### src/rtl/sdram_port_arbiter.sv
// rtl/sdram_port_arbiter.sv - two-requester arbiter in front of the single-port sdram controller
// Latches one request per port, issues one controller command at a time, routes completion back.
module sdram_port_arbiter #(
   parameter int ADDR_WIDTH = 21,
   parameter int DATA_WIDTH = 32,
   parameter int BE_WIDTH   = 4,
   parameter int ARB_MODE   = 0
) (
   input  logic                  clk,
   input  logic                  reset,
   input  logic [ADDR_WIDTH-1:0] p0_addr,
   input  logic [DATA_WIDTH-1:0] p0_data,
   input  logic [BE_WIDTH-1:0]   p0_byte_en,
   input  logic                  p0_wr,
   input  logic                  p0_rd,
   output logic                  p0_busy,
   output logic                  p0_ready,
   output logic [DATA_WIDTH-1:0] p0_q,
   input  logic [ADDR_WIDTH-1:0] p1_addr,
   input  logic [DATA_WIDTH-1:0] p1_data,
   input  logic [BE_WIDTH-1:0]   p1_byte_en,
   input  logic                  p1_wr,
   input  logic                  p1_rd,
   output logic                  p1_busy,
   output logic                  p1_ready,
   output logic [DATA_WIDTH-1:0] p1_q,
   output logic [ADDR_WIDTH-1:0] ctrl_addr,
   output logic [DATA_WIDTH-1:0] ctrl_data,
   output logic [BE_WIDTH-1:0]   ctrl_byte_en,
   output logic                  ctrl_wr,
   output logic                  ctrl_rd,
   input  logic [DATA_WIDTH-1:0] ctrl_q,
   input  logic                  ctrl_available,
   input  logic                  ctrl_ready
);

   typedef enum logic [1:0] {IDLE, ISSUE, WAIT} state_t;

   state_t                state;
   logic [ADDR_WIDTH-1:0] p0_addr_r, p1_addr_r;
   logic [DATA_WIDTH-1:0] p0_data_r, p1_data_r;
   logic [BE_WIDTH-1:0]   p0_be_r, p1_be_r;
   logic                  p0_op_wr, p1_op_wr;
   logic                  grant;
   logic                  grant_op_wr;
   logic                  last_grant;
   logic                  pick;
   logic                  pick_wr;

   // pick is only meaningful while at least one port is pending
   always_comb begin
      pick = 1'b0;
      if (ARB_MODE == 1)
         pick = !p0_busy;
      else if (p0_busy && p1_busy)
         pick = !last_grant;
      else
         pick = !p0_busy;
      pick_wr = pick ? p1_op_wr : p0_op_wr;
   end

   always_ff @(posedge clk) begin
      if (reset) begin
         state        <= IDLE;
         p0_busy      <= 1'b0;
         p1_busy      <= 1'b0;
         p0_ready     <= 1'b0;
         p1_ready     <= 1'b0;
         p0_q         <= '0;
         p1_q         <= '0;
         p0_addr_r    <= '0;
         p1_addr_r    <= '0;
         p0_data_r    <= '0;
         p1_data_r    <= '0;
         p0_be_r      <= '0;
         p1_be_r      <= '0;
         p0_op_wr     <= 1'b0;
         p1_op_wr     <= 1'b0;
         grant        <= 1'b0;
         grant_op_wr  <= 1'b0;
         last_grant   <= 1'b1;
         ctrl_addr    <= '0;
         ctrl_data    <= '0;
         ctrl_byte_en <= '0;
         ctrl_wr      <= 1'b0;
         ctrl_rd      <= 1'b0;
      end else begin
         p0_ready <= 1'b0;
         p1_ready <= 1'b0;

         // capture never collides with completion: completion only clears a busy port
         if (!p0_busy && (p0_wr || p0_rd)) begin
            p0_busy   <= 1'b1;
            p0_addr_r <= p0_addr;
            p0_data_r <= p0_data;
            p0_be_r   <= p0_byte_en;
            p0_op_wr  <= p0_wr;
         end
         if (!p1_busy && (p1_wr || p1_rd)) begin
            p1_busy   <= 1'b1;
            p1_addr_r <= p1_addr;
            p1_data_r <= p1_data;
            p1_be_r   <= p1_byte_en;
            p1_op_wr  <= p1_wr;
         end

         case (state)
            IDLE: begin
               if ((p0_busy || p1_busy) && ctrl_available) begin
                  grant        <= pick;
                  grant_op_wr  <= pick_wr;
                  ctrl_addr    <= pick ? p1_addr_r : p0_addr_r;
                  ctrl_data    <= pick ? p1_data_r : p0_data_r;
                  ctrl_byte_en <= pick ? p1_be_r : p0_be_r;
                  ctrl_wr      <= pick_wr;
                  ctrl_rd      <= !pick_wr;
                  state        <= ISSUE;
               end
            end
            ISSUE: begin
               ctrl_wr <= 1'b0;
               ctrl_rd <= 1'b0;
               state   <= WAIT;
            end
            WAIT: begin
               if (ctrl_ready) begin
                  if (grant) begin
                     p1_ready <= 1'b1;
                     p1_busy  <= 1'b0;
                     if (!grant_op_wr)
                        p1_q <= ctrl_q;
                  end else begin
                     p0_ready <= 1'b1;
                     p0_busy  <= 1'b0;
                     if (!grant_op_wr)
                        p0_q <= ctrl_q;
                  end
                  last_grant <= grant;
                  state      <= IDLE;
               end
            end
            default: state <= IDLE;
         endcase
      end
   end

endmodule

### config.mk
export PLATFORM = sky130hd
export DESIGN_NAME = sdram_port_arbiter
export DESIGN_NICKNAME = d
export VERILOG_FILES = /design/src/rtl/sdram_port_arbiter.sv
export SDC_FILE = /design/constraint.sdc
export NUM_CORES = 1
export LEC_CHECK = 0
export ABC_AREA = 0
export BUFFER_PORTS_ARGS = -buffer_cell sky130_fd_sc_hd__buf_2
export CORE_MARGIN = 5
export CORE_UTILIZATION = 40
export CTS_BUF_LIST = sky130_fd_sc_hd__clkbuf_8
export DETAILED_ROUTE_END_ITERATION = 7
export PLACE_DENSITY = 0.63
export SKIP_LAST_GASP = 1
export SYNTH_ARGS = -nofsm -noshare
export SYNTH_HDL_FRONTEND = slang
export SYNTH_SLANG_ARGS = --single-unit
### constraint.sdc
create_clock -name clk -period 4.4 [get_ports clk]
set_clock_uncertainty 0.1 [all_clocks]
set_input_delay 0.66 -clock clk [delete_from_list [all_inputs] [get_ports clk]]
set_output_delay 0.66 -clock clk [all_outputs]
set_load 0.01 [all_outputs]
* Word level (Yosys, flattened, before mapping) *
Index checks and enable logic that the tools add are counted.

word-level totals
  register bits = 248
  logic and storage cells = 73
  input port bits = 154
  output and inout port bits = 127

cells by class
  mux-type cells = 22
  equal/unequal tests = 4
  bitwise operators = 4
  reductions and logical operators = 20

operators by type and width
  operator                                       count
  2-to-1 mux 32 bit                              1
  2-to-1 mux 21 bit                              1
  2-to-1 mux 1 bit                               14
  AND reduction 2 bit                            4
  AND reduction 4 bit                            2
  one-hot mux 2 bit (3 select lines)             1
  logical AND 1 bit                              4
  logical NOT 1 bit                              4
  2-to-1 mux 2 bit                               2
  2-to-1 mux 4 bit                               1
  != test 2 bit, second input constant           2
  inverter 1 bit                                 4
  one-hot mux 1 bit (2 select lines)             2
  logical OR 1 bit                               3
  OR reduction 3 bit                             1
  == test 2 x 1 -> 1 bit, second input constant  1
  == test 2 bit, second input constant           1
  logical NOT 2 bit                              1
  nonzero test 2 bit                             1

* Depth between registers and ports, before layout *
  word-level depth = 6
  gate-level depth with buffers = 7
  gate-level depth less buffers = 4

* Least setup slack after synthesis *
OpenSTA, ideal clock, no wires.

  kind = input -> register
  start point = input port ctrl_available
  end point = register ctrl_addr[14]
  path buffers = 2
  arrival = 1.559 ns
  library setup time = 0.080 ns
  setup slack = 2.661 ns
  data required time = 4.220 ns
  stages = 6
  path through = nor3b_2 -> o21a_2 -> buf_4 -> buf_6 -> nor2_1 -> a211oi_2

on the way
  longest elaborated chain between the ends = 2

ends and longest elaborated chain
  element                               line  RTL
  start, declared                       33    input logic ctrl_available,
  logical AND 1 bit                     109   if ((p0_busy || p1_busy) && ctrl_available) begin
  AND reduction 2 bit (no source line)  n/a
  end signal, assigned                  112   ctrl_addr <= pick ? p1_addr_r : p0_addr_r;
  end, declared                         27    output logic [ADDR_WIDTH-1:0] ctrl_addr,

Every way passes these cells.
A chain may end at the register's enable or synchronous reset.

* Final worst setup path *
  start point = register p0_busy
  end point = register ctrl_data[19]

on the way
  longest elaborated chain between the ends = 3
  elaborated cells on any way between the ends = 7
  those cells by class = 2 x mux; 5 x reduce/logical

ends and longest elaborated chain
  element                                                   line     RTL
  start, declared                                           16       output logic p0_busy,
  start signal, assigned                                    65       p0_busy <= 1'b0;
  start signal, assigned                                    93       p0_busy <= 1'b1;
  start signal, assigned                                    134      p0_busy <= 1'b0;
  logical NOT 1 bit, or another cell as far along           58       pick = !p0_busy;
  2-to-1 mux 1 bit or logical AND 1 bit (tied branches)     55, 109
  2-to-1 mux 32 bit or AND reduction 2 bit (tied branches)  n/a
  end signal, assigned                                      113      ctrl_data <= pick ? p1_data_r : p0_data_r;
  end, declared                                             28       output logic [DATA_WIDTH-1:0] ctrl_data,

Several ways; a longest one is shown, not always the timed one.

==> results_dict.tcl <==
set metrics [dict create \
    status "finished, final reports clean" \
    ioPinCount 281 \
    ys_types 26 \
    synth_flop_cell "dfxtp_1" \
    reg2reg_to "ctrl_data[19]" \
    crit_path_end "ctrl_data[19]" \
    wl_um 27240 \
    grt-ovfl-total 0 \
    r2r_cells 5 \
    synth_most_common_cell "nand2_1" \
    yosysTopAreaCell "dfxtp_1" \
    yosysTopAreaCellShare_pct 55.56 \
    worstPathMaxFanout 46 \
    seq_power_share_pct 48.6 \
    start_kind "flop" \
    r2r-start "p0_busy" \
    tns_ps 0 \
    gp_congestion 0.7802 \
    async_flop_share_pct 0 \
    cts.repair.resized 0 \
    htreeDepth 2 \
    die_w_um 159.5 \
    rrSetupSlack_ps 1980 \
    cts.sinks 248 \
    ir_drop_v 0.0002249 \
    num-nets-final 1500 \
    crit_type "reg2reg" \
    drive_gt1_share_pct 27.05 \
    synthTopCellsByArea "dfxtp_1, nand2_1, a21oi_1, a211oi_1, o22ai_1" \
    required_ps 4730 \
    row_count 54 \
    finalSetupViolCount 0 \
    fin_crit_ps 2419 \
    synth_fp_nets 1250 \
    vias 8344 \
    setup_ws_ps 1981 \
    wl_per_cell_um 16.42 \
    viasPerCell 5.030 \
    cp-startpoint "p0_busy" \
    slew_headroom_pct 18.53 \
    syn-cell-area_um2 8936 \
    cts_tree "done" \
    antenna_cells 0 \
    hold_depth 3 \
    clockBufferDepth 3 \
    power_leakage_nw 4.878 \
    clkLatencyLatePin_ps 530 \
    grt_pass1_wl_um 43350 \
    dp_worst_setup_slack_ps 1764 \
    utilization_pct 51.67 \
    pwr-share-comb_pct 11.9 \
    powerDensity_nw_per_um2 447.8 \
    cp.arrival_ps 2750 \
    synth-edff-count 0 \
    start_util_pct 40.82 \
    max_freq_mhz 413.4 \
    syn_avg_cell_area_um2 8.153 \
    antenna_found_initial 0 \
    worst_setup_path_end_kind "flop" \
    slew_viol_final 0 \
    synth_seq_cells 248 \
    p_clk_share_pct 39.6 \
    holdCritPathClass "in2reg" \
    area_growth_pct 26.59 \
    rsz0062_at_grt "false" \
    hpwl_um 17790 \
    ctsHoldBuffers 0 \
    die-area_um2 25430 \
    cts_root_buf "clkbuf_8" \
    dieHeight_um 159.5 \
    switching_share_pct 26.47 \
    track_usage_pct 20.41 \
    drtIter0Drc 527 \
    worstMarginPinSlew_ps 1222 \
    period_share_pct 54.97 \
    coreArea_um2 21890 \
    ys_seq_area_share_pct 55.56 \
    intPower_mw 3.725 \
    grt_pass1_vias 8061 \
    p_switching_mw 1.341 \
    synth_common_cells "nand2_1, dfxtp_1, a21oi_1" \
    remaining_drc_errors 0 \
    io_buffers 280 \
    maxCapViolCount 0 \
    first_pass_iters 5 \
    yosysWarnings 0 \
    grt_max_degree 143 \
    final_antenna_net_count 0 \
    clkTransAtPathRegs_ps 60 \
    netlist_instances 1096 \
    hold_violations 0 \
    cts-buffers-inserted 42 \
    postCtsSetupBuffers 0 \
]
==> power by group through the flow <==
| stage | Clock [mW] | Sequential (mW) | Combinational (mW) |
|---|---|---|---|
| global route | 2.17 | 2.48 | 0.668 |
| global placement | 0 | 2.51 | 0.602 |
| CTS | 2.06 | 2.46 | 0.609 |
| detailed placement | 0 | 2.51 | 0.607 |
| finish | 2.00 | 2.46 | 0.601 |
| floorplan | 0 | 2.51 | 0.343 |
==> worst max-delay path, stage by stage, from the launching register on <==
cell and delay [ps]:
dfxtp_1 570, nand2_1 120, nand2_2 760, buf_4 360
o22ai_1 110, a211oi_1 250
==> logic make-up (layout without fill, tap and decap cells) <==
family                 count (synthesis)  in the layout  share of synthesized area (%)
AOI/OAI and AO/OA                    301            301                          19.88
buffers and inverters                 91            374                          4.480
DFF                                  248            248                          55.56
muxes                                  2              2                         0.2240
and+or+nand+nor                      454            454                          19.85
==> per-layer routing <==
metal  vias to the layer above  wire length (um)  global-route usage [%]
met5                         -                 0                       0
met4                         0               580                   6.165
met3                        50              1864                   4.634
met2                       287             12540                   31.89
met1                      3814             12250                   28.25
li1                       4193                 -                       -
==> through the flow <==
stage	hold WS [ps]	cell area, um^2	power, mW	instances
final	267.8	11310	5.065	1659
after global routing	240.9	11310	5.318	1659
after CTS	232.4	11310	5.131	1659
after detailed placement	343.0	10470	3.115	1582
after global placement	339.5	10470	3.108	1582
after floorplan	336.4	8936	2.857	1096
==> cell type report <==
type / instances / area (um^2)
well taps: 280 / 350.3
fillers: 2202 / 10580
flip-flops and latches: 248 / 4965
multi-input cells: 757 / 3610
clock buffers: 55 / 757.0
inverters: 1 / 3.754
clock inverters: 22 / 86.33
repair buffers: 296 / 1540
==> layout by cell type, fill, tap and decap left out, types with 3 or more instances in the layout <==
master / Yosys / final
nand2_1: 362 / 360
buf_2: 32 / 279
dfxtp_1: 248 / 248
a21oi_1: 181 / 181
nor2_1: 71 / 69
o22ai_1: 57 / 57
clkbuf_8: 0 / 55
a211oi_1: 51 / 51
inv_1: 1 / 20
buf_4: 3 / 15
a211oi_2: 8 / 8
nor3_1: 8 / 8
nand2b_1: 3 / 3
clkinv_2: 0 / 3
==> flip-flops by register name (all words and copies together), names as in the netlist, 2 cells and up <==
| register | count |
|---|---|
| p0_data_r | 32 |
| ctrl_byte_en | 4 |
| p0_addr_r | 21 |
| ctrl_data | 32 |
| p1_be_r | 4 |
| p1_data_r | 32 |
| p1_q | 32 |
| state | 2 |
| p1_addr_r | 21 |
| p0_q | 32 |
| p0_be_r | 4 |
| ctrl_addr | 21 |
==> worst min-delay path by stage <==
stage,start,endpoint
2_1_floorplan,p1_addr_r[0],p1_addr_r[0]
3_3_place_gp,p0_q[29],p0_q[29]
3_5_place_dp,p0_q[29],p0_q[29]
4_1_cts,p0_data[26],p0_data_r[26]
5_1_grt,p1_addr[0],p1_addr_r[0]
6_report,p1_data[7],p1_data_r[7]
Note: power is estimated with default switching activity, not from simulation.
